===== src/rtl/sata_link_pkg.sv =====
// rtl/sata_link_pkg.sv - shared link-layer constants, state encoding and scrambler keystream
//
// Purpose : primitive dwords, default LFSR seed, FSM state codes and the 32-bit
//           LFSR step used by both the RX descrambler and the TX scrambler.
// Ports   : none (package)
package sata_link_pkg;

    localparam logic [31:0] PRIM_SOF   = 32'h3737B57C;
    localparam logic [31:0] PRIM_EOF   = 32'hD5D5B57C;
    localparam logic [31:0] PRIM_HOLD  = 32'hD5D5AA7C;
    localparam logic [31:0] PRIM_HOLDA = 32'h9595AA7C;
    localparam logic [31:0] PRIM_CONT  = 32'h9999AA7C;
    localparam logic [31:0] PRIM_SYNC  = 32'hB5B5957C;
    localparam logic [31:0] PRIM_ALIGN = 32'h7B4A4ABC;

    localparam logic [15:0] LFSR_SEED_DEFAULT = 16'hFFFF;

    // x^16 + x^15 + x^13 + x^4 + 1, taps below x^16 as a Galois feedback mask
    localparam logic [15:0] LFSR_POLY = 16'hA011;

    typedef logic [1:0] state_t;
    localparam state_t ST_IDLE       = 2'd0;
    localparam state_t ST_FRAME      = 2'd1;
    localparam state_t ST_FRAME_CONT = 2'd2;

    // Returns {next_lfsr[15:0], mask[31:0]}. Mask bit i is the LFSR MSB before
    // the i-th single-bit shift, so mask bit 0 is the first keystream bit.
    function automatic logic [47:0] lfsr_step32(input logic [15:0] lfsr);
        logic [15:0] s;
        logic [31:0] m;
        s = lfsr;
        m = '0;
        for (int i = 0; i < 32; i++) begin
            m[i] = s[15];
            s    = {s[14:0], 1'b0} ^ (s[15] ? LFSR_POLY : 16'h0000);
        end
        return {s, m};
    endfunction

endpackage


===== src/rtl/sata_lfsr32.sv =====
// rtl/sata_lfsr32.sv - combinational 32-bit LFSR advance and keystream mask
//
// Purpose : one full dword step of the link scrambler LFSR.
// Ports   : lfsr_cur  in  16  current LFSR state
//           lfsr_next out 16  state after 32 shifts
//           mask      out 32  keystream dword to XOR with data
module sata_lfsr32
    import sata_link_pkg::*;
(
    input  logic [15:0] lfsr_cur,
    output logic [15:0] lfsr_next,
    output logic [31:0] mask
);

    assign {lfsr_next, mask} = lfsr_step32(lfsr_cur);

endmodule


===== src/rtl/rx_frame_descrambler.sv =====
// rtl/rx_frame_descrambler.sv - RX frame extractor, primitive stripper and descrambler
//
// Purpose : finds SOF/EOF in the aligned dword stream, drops flow-control and CONT
//           junk, descrambles payload and tags first/last (CRC) dwords.
// Ports   : clk, rst (sync active-high)
//           rx_valid/rx_data[31:0]/rx_isk   aligned receive dword stream
//           dout[31:0]/dout_valid/dout_sof/dout_eof   descrambled payload
//           frame_err   one-cycle error pulse
//           in_frame    high between accepted SOF and EOF/abort
module rx_frame_descrambler
    import sata_link_pkg::*;
#(
    parameter logic [15:0] LFSR_SEED    = LFSR_SEED_DEFAULT,
    parameter int          MAX_FRAME_DW = 2050
) (
    input  logic        clk,
    input  logic        rst,
    input  logic        rx_valid,
    input  logic [31:0] rx_data,
    input  logic        rx_isk,
    output logic [31:0] dout,
    output logic        dout_valid,
    output logic        dout_sof,
    output logic        dout_eof,
    output logic        frame_err,
    output logic        in_frame
);

    localparam int CNT_W = $clog2(MAX_FRAME_DW + 1);

    state_t             state_q, state_d;
    logic [15:0]        lfsr_q, lfsr_d;
    logic [31:0]        hold_q, hold_d;
    logic               hold_full_q, hold_full_d;
    logic               hold_first_q, hold_first_d;
    logic [CNT_W-1:0]   cnt_q, cnt_d;
    logic [31:0]        dout_q, dout_d;
    logic               dout_valid_q, dout_valid_d;
    logic               dout_sof_q, dout_sof_d;
    logic               dout_eof_q, dout_eof_d;
    logic               frame_err_q, frame_err_d;

    logic [15:0]        lfsr_next;
    logic [31:0]        lfsr_mask;
    logic               restart;

    sata_lfsr32 u_lfsr (
        .lfsr_cur  (lfsr_q),
        .lfsr_next (lfsr_next),
        .mask      (lfsr_mask)
    );

    always_comb begin
        state_d      = state_q;
        lfsr_d       = lfsr_q;
        hold_d       = hold_q;
        hold_full_d  = hold_full_q;
        hold_first_d = hold_first_q;
        cnt_d        = cnt_q;
        dout_d       = dout_q;
        dout_valid_d = 1'b0;
        dout_sof_d   = 1'b0;
        dout_eof_d   = 1'b0;
        frame_err_d  = 1'b0;
        restart      = 1'b0;

        if (rx_valid) begin
            case (state_q)
                ST_IDLE: begin
                    if (rx_isk && rx_data == PRIM_SOF) begin
                        restart = 1'b1;
                    end
                end
                ST_FRAME, ST_FRAME_CONT: begin
                    if (!rx_isk) begin
                        // Under CONT, data dwords are repeat junk and never consume keystream.
                        if (state_q == ST_FRAME) begin
                            lfsr_d = lfsr_next;
                            if (cnt_q == CNT_W'(MAX_FRAME_DW)) begin
                                frame_err_d = 1'b1;
                                hold_full_d = 1'b0;
                                state_d     = ST_IDLE;
                            end else begin
                                cnt_d = cnt_q + CNT_W'(1);
                                if (hold_full_q) begin
                                    dout_d       = hold_q;
                                    dout_valid_d = 1'b1;
                                    dout_sof_d   = hold_first_q;
                                end
                                hold_d       = rx_data ^ lfsr_mask;
                                hold_full_d  = 1'b1;
                                hold_first_d = !hold_full_q;
                            end
                        end
                    end else begin
                        state_d = ST_FRAME;
                        case (rx_data)
                            PRIM_SOF: begin
                                frame_err_d = 1'b1;
                                restart     = 1'b1;
                            end
                            PRIM_EOF: begin
                                // The dword still in hold is the CRC, so it carries eof.
                                if (hold_full_q) begin
                                    dout_d       = hold_q;
                                    dout_valid_d = 1'b1;
                                    dout_sof_d   = hold_first_q;
                                    dout_eof_d   = 1'b1;
                                end else begin
                                    frame_err_d = 1'b1;
                                end
                                hold_full_d = 1'b0;
                                state_d     = ST_IDLE;
                            end
                            PRIM_SYNC: begin
                                frame_err_d = 1'b1;
                                hold_full_d = 1'b0;
                                state_d     = ST_IDLE;
                            end
                            PRIM_CONT: begin
                                state_d = ST_FRAME_CONT;
                            end
                            default: begin
                            end
                        endcase
                    end
                end
                default: begin
                    hold_full_d = 1'b0;
                    state_d     = ST_IDLE;
                end
            endcase
        end

        if (restart) begin
            state_d      = ST_FRAME;
            lfsr_d       = LFSR_SEED;
            cnt_d        = '0;
            hold_full_d  = 1'b0;
            hold_first_d = 1'b0;
        end
    end

    always_ff @(posedge clk) begin
        if (rst) begin
            state_q      <= ST_IDLE;
            lfsr_q       <= LFSR_SEED;
            hold_q       <= '0;
            hold_full_q  <= 1'b0;
            hold_first_q <= 1'b0;
            cnt_q        <= '0;
            dout_q       <= '0;
            dout_valid_q <= 1'b0;
            dout_sof_q   <= 1'b0;
            dout_eof_q   <= 1'b0;
            frame_err_q  <= 1'b0;
        end else begin
            state_q      <= state_d;
            lfsr_q       <= lfsr_d;
            hold_q       <= hold_d;
            hold_full_q  <= hold_full_d;
            hold_first_q <= hold_first_d;
            cnt_q        <= cnt_d;
            dout_q       <= dout_d;
            dout_valid_q <= dout_valid_d;
            dout_sof_q   <= dout_sof_d;
            dout_eof_q   <= dout_eof_d;
            frame_err_q  <= frame_err_d;
        end
    end

    assign dout       = dout_q;
    assign dout_valid = dout_valid_q;
    assign dout_sof   = dout_sof_q;
    assign dout_eof   = dout_eof_q;
    assign frame_err  = frame_err_q;
    assign in_frame   = (state_q != ST_IDLE);

endmodule


===== config.mk =====
export PLATFORM = sky130hd
export DESIGN_NAME = rx_frame_descrambler
export DESIGN_NICKNAME = d
export VERILOG_FILES = /design/src/rtl/sata_link_pkg.sv /design/src/rtl/sata_lfsr32.sv /design/src/rtl/rx_frame_descrambler.sv
export SDC_FILE = /design/constraint.sdc
export NUM_CORES = 1
export LEC_CHECK = 0
export BUFFER_PORTS_ARGS = -buffer_cell sky130_fd_sc_hd__buf_4
export CAP_MARGIN = 20
export CORE_MARGIN = 5
export CORE_UTILIZATION = 63
export DETAILED_ROUTE_END_ITERATION = 8
export GPL_TIMING_DRIVEN = 0
export PLACE_DENSITY = 0.92
export SLEW_MARGIN = 40
export SYNTH_ARGS = -nofsm -noshare
export SYNTH_HDL_FRONTEND = slang
export SYNTH_SLANG_ARGS = --single-unit
export TNS_END_PERCENT = 30

===== constraint.sdc =====
create_clock -name clk -period 6 [get_ports clk]
set_input_delay 1.8 -clock clk [delete_from_list [all_inputs] [get_ports clk]]
set_output_delay 1.8 -clock clk [all_outputs]
set_load 0.02 [all_outputs]

==> flow_metrics.tcl <==
set metrics [dict create \
    worstSetupEndpointType "flip-flop" \
    worstSetupPathType "input port to flip-flop" \
    timing.final.ws_setup_ns 1.655 \
    p_switching_mw 0.2706 \
    layout_min_cycle_time_ns 4.345 \
    drc 0 \
    min_from "hold_q[11]$_SDFFE_PP0P_" \
    dieWidth_um 106.4 \
    p_seq_frac 0.534 \
    finalNonFillerCells 809 \
    fp.coreArea_um2 9153 \
    fmax_mhz 230.2 \
    ys_async_sr_fraction 0 \
    power_density_nw_per_um2 183.5 \
    yosys_register_bits 100 \
    combPwrFrac 0.053 \
    p_clk_frac 0.413 \
    initial_core_util 0.6394 \
    worstPathCellList "buf_4 -> nand4bb_1 -> or4_1 -> nor2_1 -> a31oi_1 -> nor2_1 -> clkbuf_1 -> mux2i_1 -> nor2_1" \
    synth.yosys.seq_area_share 0.3421 \
    slew_headroom 0.4839 \
    n_antenna_cell 0 \
    clock_path_buffers 2 \
    yosysUniqueCellTypes 51 \
    fin_skew_ns 0.01488 \
    dieArea_um2 11320 \
    reg2reg_depth 9 \
    track_usage 0.2708 \
    max_cap_viol_count 0 \
    ant_nets 0 \
    cp.arrival_ns 4.59 \
    grt-ovfl-total 0 \
    cts_tree "yes" \
    clk_pin_slew_ns 0.10 \
    p_int_mw 0.9717 \
    yosys_warnings 0 \
    routabilityCongestion 0.9460 \
    cts_hold_buf 0 \
    htree_levels 3 \
    hold_class "flip-flop to flip-flop" \
    tightest_slew_ns 0.7741 \
    dpl.cell_count 794 \
    synth_top_area_share 0.3421 \
    min_period_over_period 0.7241 \
    io_pins 73 \
    place_area_um2 6524 \
    syn_area_per_cell_um2 9.562 \
    start_kind "input port" \
    crit_slowest_cell "clkbuf_1" \
    vias 4741 \
    cts_buffers 9 \
    p_leak_nw 2.666 \
    holdPathEnd "hold_q[11]$_SDFFE_PP0P_" \
    grt_pass1_vias 4766 \
    drive_gt1_frac 0.1748 \
    drt-initial-drc-count 315 \
    grt_antenna_before_repair 0 \
    finalSetupTns_ns 0 \
    pre_cts_ws_ns 1.315 \
    cts_resized 0 \
    r2r-end "hold_q[31]$_SDFFE_PP0P_" \
    ys_top_cells_by_area "dfxtp_1, xnor2_1, xor2_1, nor2_1, mux2i_1" \
    synth_fp_nets 655 \
    cts.sinks 100 \
    layout.nets 737 \
    portBuffers 71 \
    p_sw_frac 0.2178 \
    post_cts_buffers 0 \
    status "complete, no violations" \
    ir_worst_vdd_v 0.0001396 \
    clk_latency_ns 0.36 \
    crit_top_cell "nor2_1" \
    design_area_um2 6769 \
    synth_top_area_cell "dfxtp_1" \
    drt_pre_antenna_iters 5 \
    synth_area_um2 5852 \
    routed_via_density 5.860 \
    syn_to_final_growth_pct 15.67 \
    maxSlewViolCount 0 \
    grt_pass1_wl_mm 24.23 \
    finalWirelength_mm 14.96 \
    syn_inst 612 \
    synth_edf_count 0 \
    max_stage_delay_ns 0.66 \
    dieHeight_um 106.4 \
    setup_viol 0 \
    holdPathStages 2 \
    r2r_start "lfsr_q[14]$_SDFFE_PP1P_" \
    rsz0062_at_grt "false" \
    dp_hpwl_mm 11.63 \
    cts_root_buffer "clkbuf_8" \
    num_rows 35 \
    cp_max_fo 10 \
    routedWlPerCell_um 18.50 \
    hold_viol_final 0 \
    ys.flop_type "dfxtp_1" \
    r2r_setup_slack_ns 2.15 \
    critPathRequiredTime_ns 6.24 \
    grt_max_degree 17 \
]
-- synthesized netlist by cell type, drive strengths merged (3+ instances only) --
cell / count
nor2: 92
ha: 7
a211oi: 16
nor4bb: 3
nand4: 9
dfxtp: 100
and3: 4
nor2b: 3
o21ai: 8
xnor3: 15
o211ai: 9
buf: 5
clkbuf: 31
xor3: 5
nor3: 9
mux2i: 32
xor2: 45
nor4: 4
nand2: 49
nand3: 7
xnor2: 104
a21oi: 28
inv: 9
-- worst max-delay path: cells and delay by family --
family	cells	cell delay, ns
and+or+nand+nor	5	1.57
buffers and inverters	2	0.78
muxes	1	0.28
AOI/OAI and AO/OA	1	0.14
-- cell type report --
class / count / area (µm²)
sequential: 100 / 2002
clock buffer: 10 / 127.6
tap: 111 / 138.9
clock inverter: 5 / 110.1
inverter: 9 / 33.78
timing repair buffer: 71 / 533.0
buffer: 36 / 214.0
fill: 639 / 2384
multi-input combinational: 467 / 3610
-- cells in the final DEF, fill, tap and decap left out, types with 9 or more instances in the layout --
cell	count
a211oi_1	16
a21oi_1	28
buf_4	72
clkbuf_1	26
clkbuf_8	14
dfxtp_1	100
inv_1	9
mux2i_1	32
nand2_1	49
nand4_1	9
nor2_1	91
nor3_1	9
o211ai_1	9
xnor2_1	94
xnor3_1	9
xor2_1	42
-- metrics by stage --
stage	power [mW]	hold slack (ns)	util
after floorplan	0.7070	0.4301	-
after global placement	0.7414	0.4414	0.7128
after detailed placement	0.7421	0.4474	0.7128
after CTS	1.245	0.4593	0.7388
after global routing	1.282	0.4873	0.7396
final	1.242	0.4608	0.7396
-- worst max-delay path by stage --
stage / from / end / slack [ns] / depth (start not counted)
after floorplan: rx_data[17] / dout[16]$_SDFFE_PP0P_ / 2.05 / 8
after global placement: rx_data[17] / dout[3]$_SDFFE_PP0P_ / 1.46 / 9
after detailed placement: rx_data[17] / dout[7]$_SDFFE_PP0P_ / 1.31 / 9
after CTS: rx_data[17] / dout[12]$_SDFFE_PP0P_ / 1.69 / 9
after global routing: rx_data[17] / dout[4]$_SDFFE_PP0P_ / 1.50 / 9
final: rx_data[17] / dout[12]$_SDFFE_PP0P_ / 1.66 / 9
-- state kept, by name (all words and copies together), names as in the netlist --
name / count
cnt_q: 12
dout: 32
hold_full_q: 1
hold_first_q: 1
state_q: 2
dout_valid: 1
hold_q: 32
dout_eof: 1
frame_err: 1
dout_sof: 1
lfsr_q: 16
-- power groups by stage --
| stage | logic [mW] | clock network [mW] | registers [mW] |
|---|---|---|---|
| floorplan | 0.0284 | 0 | 0.679 |
| global placement | 0.0629 | 0 | 0.679 |
| detailed placement | 0.0635 | 0 | 0.679 |
| CTS | 0.0645 | 0.517 | 0.663 |
| global route | 0.0692 | 0.550 | 0.663 |
| finish | 0.0657 | 0.514 | 0.663 |
-- kinds of logic after synthesis --
group	Yosys count	share of synthesized area
adder cells (fa/ha/maj)	7	0.01497
XOR/XNOR	169	0.3263
flip-flops	100	0.3421
buffers and inverters	45	0.04233
AO/OA/AOI/OAI	67	0.07120
AND/OR/NAND/NOR	192	0.1484
multiplexers	32	0.05474
-- layer usage --
| layer | GRT usage | part of all wire | vias up |
|---|---|---|---|
| met4 | 0.1360 | 0.043 | 0 |
| met3 | 0.04493 | 0.063 | 48 |
| met1 | 0.3254 | 0.40 | 2257 |
| li1 | - | - | 2204 |
| met2 | 0.4665 | 0.50 | 232 |
| met5 | 0 | 0 | - |
Note: power is estimated with default switching activity, not from simulation.
